`src/rtl/alu_result_serializer.sv`:
```
// alu_result_serializer
// Buffers {carry, result} words from the ALU stage in a small FIFO.
// Each word goes out as a two-byte frame on an 8-bit valid/ready bus.
// The outputs come straight from registers, and the frame FSM refills its hold
// register from the FIFO head. This lets frames run back-to-back with no idle gap.
module alu_result_serializer #(
  parameter int DEPTH    = 2,  // FIFO entries, power of two, >= 2
  parameter int HI_FIRST = 0   // 0: low byte first, 1: high byte first
) (
  input  logic                         clk,
  input  logic                         rst_n,
  input  logic                         flush,
  input  logic                         res_valid,
  output logic                         res_ready,
  input  logic [9:0]                   res_q,
  input  logic                         carry_q,
  output logic                         out_valid,
  input  logic                         out_ready,
  output logic [7:0]                   out_data,
  output logic                         out_last,
  output logic [$clog2(DEPTH+1)-1:0]   fifo_count
);

  localparam int PW = $clog2(DEPTH);
  localparam int CW = $clog2(DEPTH + 1);

  localparam logic [1:0] S_IDLE  = 2'd0;
  localparam logic [1:0] S_SEND0 = 2'd1;
  localparam logic [1:0] S_SEND1 = 2'd2;

  // FIFO storage and bookkeeping
  logic [10:0]   r_mem [DEPTH];
  logic [PW-1:0] r_wr_ptr;
  logic [PW-1:0] r_rd_ptr;
  logic [CW-1:0] r_count;

  // Frame engine state
  logic [1:0]    r_state;
  logic [10:0]   r_hold;
  logic [2:0]    r_seq;
  logic          r_out_valid;
  logic [7:0]    r_out_data;
  logic          r_out_last;

  logic          w_full;
  logic          w_empty;
  logic          w_push;
  logic          w_frame_done;
  logic          w_pop;
  logic [2:0]    w_seq_next;
  logic [10:0]   w_head;
  logic [7:0]    w_head_lo;
  logic [7:0]    w_head_hi;
  logic [7:0]    w_head_byte0;
  logic [7:0]    w_hold_lo;
  logic [7:0]    w_hold_hi;
  logic [7:0]    w_hold_byte1;

  assign w_full  = (r_count == CW'(DEPTH));
  assign w_empty = (r_count == '0);

  // There is no bypass. A full FIFO refuses input even when it pops in the same cycle.
  assign res_ready = !w_full && !flush;
  assign w_push    = res_valid && res_ready;

  // A frame completes when its second byte is taken. Only then is the next entry pulled.
  assign w_frame_done = (r_state == S_SEND1) && out_ready;
  assign w_pop        = !flush && !w_empty &&
                        ((r_state == S_IDLE) || w_frame_done);

  // A back-to-back frame must carry the sequence number after the increment.
  assign w_seq_next = w_frame_done ? (r_seq + 3'd1) : r_seq;

  assign w_head    = r_mem[r_rd_ptr];
  assign w_head_lo = w_head[7:0];
  assign w_head_hi = {w_head[10], w_seq_next, 2'b00, w_head[9:8]};
  assign w_hold_lo = r_hold[7:0];
  assign w_hold_hi = {r_hold[10], r_seq, 2'b00, r_hold[9:8]};

  // Select the byte order once, here, so the FSM stays independent of it.
  generate
    if (HI_FIRST != 0) begin : g_hi_first
      assign w_head_byte0 = w_head_hi;
      assign w_hold_byte1 = w_hold_lo;
    end else begin : g_lo_first
      assign w_head_byte0 = w_head_lo;
      assign w_hold_byte1 = w_hold_hi;
    end
  endgenerate

  // FIFO storage write. It has no reset, so it can map onto plain memory.
  always_ff @(posedge clk) begin
    if (w_push) begin
      r_mem[r_wr_ptr] <= {carry_q, res_q};
    end
  end

  // FIFO pointers and occupancy. Flush empties the FIFO without touching storage.
  always_ff @(posedge clk or negedge rst_n) begin
    if (!rst_n) begin
      r_wr_ptr <= '0;
      r_rd_ptr <= '0;
      r_count  <= '0;
    end else if (flush) begin
      r_wr_ptr <= '0;
      r_rd_ptr <= '0;
      r_count  <= '0;
    end else begin
      if (w_push) begin
        r_wr_ptr <= r_wr_ptr + PW'(1);
      end
      if (w_pop) begin
        r_rd_ptr <= r_rd_ptr + PW'(1);
      end
      case ({w_push, w_pop})
        2'b10:   r_count <= r_count + CW'(1);
        2'b01:   r_count <= r_count - CW'(1);
        default: r_count <= r_count;
      endcase
    end
  end

  // Frame sequence counter. It advances only on a completed frame and survives flush.
  always_ff @(posedge clk or negedge rst_n) begin
    if (!rst_n) begin
      r_seq <= 3'd0;
    end else if (!flush && w_frame_done) begin
      r_seq <= w_seq_next;
    end
  end

  // Frame FSM with registered outputs. Flush drops any partial frame.
  always_ff @(posedge clk or negedge rst_n) begin
    if (!rst_n) begin
      r_state     <= S_IDLE;
      r_hold      <= '0;
      r_out_valid <= 1'b0;
      r_out_data  <= 8'h00;
      r_out_last  <= 1'b0;
    end else if (flush) begin
      r_state     <= S_IDLE;
      r_out_valid <= 1'b0;
      r_out_last  <= 1'b0;
    end else begin
      case (r_state)
        S_IDLE: begin
          if (w_pop) begin
            r_hold      <= w_head;
            r_state     <= S_SEND0;
            r_out_valid <= 1'b1;
            r_out_data  <= w_head_byte0;
            r_out_last  <= 1'b0;
          end
        end
        S_SEND0: begin
          if (out_ready) begin
            r_state    <= S_SEND1;
            r_out_data <= w_hold_byte1;
            r_out_last <= 1'b1;
          end
        end
        S_SEND1: begin
          if (out_ready) begin
            if (w_pop) begin
              r_hold      <= w_head;
              r_state     <= S_SEND0;
              r_out_valid <= 1'b1;
              r_out_data  <= w_head_byte0;
              r_out_last  <= 1'b0;
            end else begin
              r_state     <= S_IDLE;
              r_out_valid <= 1'b0;
              r_out_last  <= 1'b0;
            end
          end
        end
        default: begin
          r_state     <= S_IDLE;
          r_out_valid <= 1'b0;
          r_out_last  <= 1'b0;
        end
      endcase
    end
  end

  assign out_valid  = r_out_valid;
  assign out_data   = r_out_data;
  assign out_last   = r_out_last;
  assign fifo_count = r_count;

endmodule

```
`config.mk`:
```
export PLATFORM = sky130hd
export DESIGN_NAME = alu_result_serializer
export DESIGN_NICKNAME = d
export VERILOG_FILES = /design/src/rtl/alu_result_serializer.sv
export SDC_FILE = /design/constraint.sdc
export NUM_CORES = 1
export LEC_CHECK = 0
export ABC_AREA = 1
export ABC_CLOCK_PERIOD_IN_PS = 2600
export CORE_UTILIZATION = 50
export DETAILED_ROUTE_END_ITERATION = 16
export GPL_ROUTABILITY_DRIVEN = 1
export PLACE_DENSITY = 0.86
export SETUP_SLACK_MARGIN = 0.1
export SLEW_MARGIN = 40
export SYNTH_ARGS = -nofsm -noshare
export SYNTH_HDL_FRONTEND = slang
export SYNTH_SLANG_ARGS = --single-unit
export TNS_END_PERCENT = 10
```
`constraint.sdc`:
```
create_clock -name clk -period 2.6 [get_ports clk]
set_input_delay 0.52 -clock clk [delete_from_list [all_inputs] [get_ports clk]]
set_output_delay 0.52 -clock clk [all_outputs]
set_load 0.05 [all_outputs]
```
---- Word level (Yosys, flattened, before mapping) ----
Memories as Yosys holds them, arrays and structs flattened.
Cells that the tools add are included.
storage, ports and cells
  RAM bits ................................ 22
  memories kept ........................... 1
  register bits ........................... 30
  logic and storage cells ................. 80
memory list
  name   depth  bits a word  rd ports  clocked after memory_dff  wr ports  RTL line  text
  r_mem  2      11           1         0                         1         32        logic [10:0] r_mem [DEPTH];
operators by class
  muxes and demuxes ....................... 31
  eq/ne operators ......................... 11
  bitwise logic cells ..................... 1
  $add $sub $neg .......................... 5
  reduce and logical (&&, ||, !) cells .... 22
operators by type and width
  operator               number
  $mux W8                3
  $pmux W8 S3            1
  $mux W11               2
  $pmux W11 S2           1
  $mux W1                15
  $mux W2                5
  $ne A3 B3 Y1 const B   3
  $reduce_and A3 Y1      3
  $eq A2 B2 Y1 const B   3
  $logic_and A1 B1 Y1    6
  $ne A2 B2 Y1 const B   3
  $pmux W1 S3            2
  $pmux W2 S3            1
  $reduce_bool A2 Y1     3
  $reduce_bool A3 Y1     2
  $eq A2 B1 Y1 const B   2
  $logic_not A2 Y1       2
  $pmux W2 S2            1
  $reduce_and A4 Y1      1
  $add A3 B1 Y3 const B  1
  $logic_not A1 Y1       3
  $add A1 B1 Y1 const B  2
  $add A2 B1 Y2 const B  1
  $reduce_and A2 Y1      1
  3 further kinds        3

---- Longest topological paths before layout ----
  word-level depth ........................ 8
  gate-level depth with buffers ........... 8
  depth with buffers taken out ............ 8

---- Worst setup path before layout ----
Ideal clock, no wire load.
  path type ............................... register to register
  start point ............................. register r_count[0], in the netlist fifo_count[0]
  end point ............................... memory r_mem[0][0], enable pin
  setup slack ............................. 0.686 ns
  library setup time ...................... 0.379 ns
  arrival time ............................ 1.535 ns
  path buffers ............................ 0
  period minus slack after synthesis ...... 1.914 ns
  cell stages (with the launch flop) ...... 5
  path through ............................ dfrtp_1 inv_1 nand2_1 nand3_2 nor2_1
between the ends
  longest elaborated chain between the ends .. 6
ends and longest elaborated chain
  item                           RTL line  text
  start: declaration             35        logic [CW-1:0] r_count;
  start signal: assignment       116       2'b10: r_count <= r_count + CW'(1);
  start signal: assignment       117       2'b01: r_count <= r_count - CW'(1);
  start signal: assignment       118       default: r_count <= r_count;
  $eq A2 B2 Y1                   59        assign w_full = (r_count == CW'(DEPTH));
  $logic_not A1 Y1               63        assign res_ready = !w_full && !flush;
  $logic_and A1 B1 Y1            63
  $logic_and A1 B1 Y1            64        assign w_push = res_valid && res_ready;
  $mux W1                        93        if (w_push) begin
  $mux W1 (implied by the code)  94        r_mem[r_wr_ptr] <= {carry_q, res_q};
  end: declaration               32
No other way between the ends.

---- Worst setup path in the final report ----
  start point ............................. input flush
  end point ............................... output res_ready
between the ends
  longest elaborated chain between the ends .. 2
ends and longest elaborated chain
  item                 RTL line  text
  start: declaration   12        input logic flush,
  $logic_not A1 Y1     63
  $logic_and A1 B1 Y1  63
  end: declaration     14        output logic res_ready,
No other way between the ends.

==> impl_metrics.env <==
export IMPL_post_route_min_period_ps=2090
export IMPL_track_usage=0.180
export IMPL_cts_root_buf="clkbuf_8"
export IMPL_synth_cells=181
export IMPL_yosysSeqAreaShare=0.640
export IMPL_rsz0062_at_grt="false"
export IMPL_flow_area_growth_from_synthesis_pct=24.7
export IMPL_cts_sinks=44
export IMPL_final_area_sq_mm=0.00236
export IMPL_cts_tree="built"
export IMPL_grt_start_max_net_pins=23
export IMPL_post_synth_top_area_cell="edfxtp_1"
export IMPL_drv_cap=0
export IMPL_grt_pass1_vias=1215
export IMPL_antenna_found_initial=0
export IMPL_gp_congestion=0.873
export IMPL_synth_area_top_cells="edfxtp_1 (35%), dfrtp_1 (29%), nand2_1 (11%), nor2_1 (3.8%), a31oi_1 (3.0%)"
export IMPL_initial_utilization=0.545
export IMPL_drtAntennaViolNets=0
export IMPL_synth_distinct_cells=27
export IMPL_num_rows=21
export IMPL_wl_microns=3120
export IMPL_grt_pass1_wl_microns=5360
export IMPL_clock_path_buffers=2
export IMPL_max_clock_freq_ghz=0.479
export IMPL_finalHoldViolCount=0
export IMPL_place_area_sq_mm=0.00224
export IMPL_p_leak_nw=1.03
export IMPL_gr_total_overflow=0
export IMPL_syn_avg_cell_area_sq_um=10.5
export IMPL_yosys_register_bits=44
export IMPL_fp_dieH_microns=63.5
export IMPL_crit_required_ps=2080
export IMPL_syn_area_sq_mm=0.00189
export IMPL_max_slew_margin=0.660
export IMPL_fin_skew_ps=3.59
export IMPL_cts_resized=0
export IMPL_syn_nets=198
export IMPL_ys_warn_count=0
export IMPL_crit_chain="clkdlybuf4s50_1, inv_2, nand2_1, inv_1, buf_12"
export IMPL_nNetsFinal=233
export IMPL_power_density_mw_per_mm2=1140
export IMPL_slowest_delay_ps=620
export IMPL_drt_pass1_iter_count=4
export IMPL_hp_class="reg2reg"
export IMPL_vias_per_cell=4.95
export IMPL_finalCritPeriodShare=0.804
export IMPL_clk_latency_ps=290
export IMPL_critical_path_class="in2out"
export IMPL_die_width_microns=63.5
export IMPL_mostFrequentLayoutCells="nand2_1 (55), clkdlybuf4s50_1 (27), dfrtp_1 (22), edfxtp_1 (22), nor2_1 (19)"
export IMPL_dr_first_iter_drc_count=87
export IMPL_critical_path_slowest_cell="clkdlybuf4s50_1"
export IMPL_dp_hpwl_microns=2290
export IMPL_cts_setup_buffers=0
export IMPL_outcome="complete, no violations"
export IMPL_port_buffers=28
export IMPL_slew_viol_final=0
export IMPL_finalSetupViolCount=0
export IMPL_crit_arrival_ps=1570
export IMPL_start_kind="primary input"
export IMPL_total_power_mw=2.69
export IMPL_layout_drive_gt1_share=0.152
export IMPL_tns_ps=0
export IMPL_numCtsBuffers=5
export IMPL_diodes=0
export IMPL_critPathMaxFanout=8
export IMPL_coreArea_sq_mm=0.00347
export IMPL_path_clk_slew_ps=80
export IMPL_final_common_cell="nand2_1"
export IMPL_cts_htree_levels=2
export IMPL_io_pins=29
export IMPL_dieArea_sq_mm=0.00403
export IMPL_worstMarginPinSlew_ps=509
export IMPL_worst_hold_slack_ps=483
export IMPL_wl_per_cell_microns=11.8
export IMPL_remaining_drc_errors=0
export IMPL_hold_buffers=0
export IMPL_ir_drop_v=0.000511
export IMPL_route_vias_total=1301
export IMPL_yosysTopAreaCellShare=0.349
export IMPL_end_kind="output port"
[critical path: cells and delay by family]
kind                   cells  cell delay [ps]
AND/OR/NAND/NOR            1               90
buffers and inverters      4              950
[metal layers]
metal / vias up / track usage / share of wire
met2: 32 / 0.318 / 0.54
met4: 0 / 0.0852 / 0.022
met5: - / 0 / 0
met1: 597 / 0.195 / 0.40
met3: 7 / 0.0543 / 0.031
li1: 665 / - / -
[synthesized netlist by cell type, drive strengths merged]
cell	count
nand3	7
dfrtp	22
nor2	21
o21ai	12
inv	14
ha	1
xor2	1
a31oi	9
nand2	60
mux2	1
nor3	1
nand3b	1
xnor2	2
clkbuf	2
o21bai	1
a21oi	2
edfxtp	22
buf	2
[final timing paths]
check / to / depth (start not counted) / slack, ps / startpoint
max: res_ready / 5 / 510 / flush
min: out_data[4]$_DFFE_PN0P_ / 2 / 480 / out_data[4]$_DFFE_PN0P_
max reg2reg: out_data[0]$_DFFE_PN0P_ / 8 / 1180 / r_state[0]$_DFFE_PN0P_
min reg2reg: out_data[4]$_DFFE_PN0P_ / 2 / 480 / out_data[4]$_DFFE_PN0P_
max in group asynchronous: out_data[0]$_DFFE_PN0P_ / 2 / 1820 / rst_n
min in group asynchronous: fifo_count[0]$_DFFE_PN0P_ / 2 / 560 / rst_n
[per-stage QoR]
step	utilization	setup slack [ps]	cells
2_1_floorplan	-	686	181
3_5_place_dp	0.647	510	255
5_1_grt	0.680	415	263
3_3_place_gp	0.647	542	255
6_report	0.680	511	263
4_1_cts	0.680	511	263
[area by class of cell]
cell class              instances  area, sq um
flip-flops and latches         44         1210
fillers                       268         1110
multi-input cells             119          602
repair buffers                 32          320
clock buffers                   5         68.8
well taps                      46         57.6
inverters                      14         52.6
clock inverters                 3         46.3
[cells by family after synthesis]
| logic type | count (synthesis) | share of synthesized area |
|---|---|---|
| buf+inv | 18 | 0.0417 |
| fa+ha+maj | 1 | 0.00661 |
| compound gates | 24 | 0.0827 |
| flops | 44 | 0.640 |
| xor+xnor | 3 | 0.0139 |
| mux | 1 | 0.00595 |
| simple gates | 90 | 0.209 |
[flip-flops by register name, summed over array words and instances (netlist names)]
name / flops
r_wr_ptr: 1
out_valid: 1
r_rd_ptr: 1
out_data: 8
r_hold: 3
fifo_count: 2
r_state: 2
r_seq: 3
r_mem: 22
out_last: 1
[power breakdown]
part           total [mW]  internal [mW]  switching (mW)
sequential           1.03          0.906           0.128
clock               0.522          0.289           0.233
combinational        1.13          0.397           0.738
No activity file was read; power rests on OpenSTA's default activity.
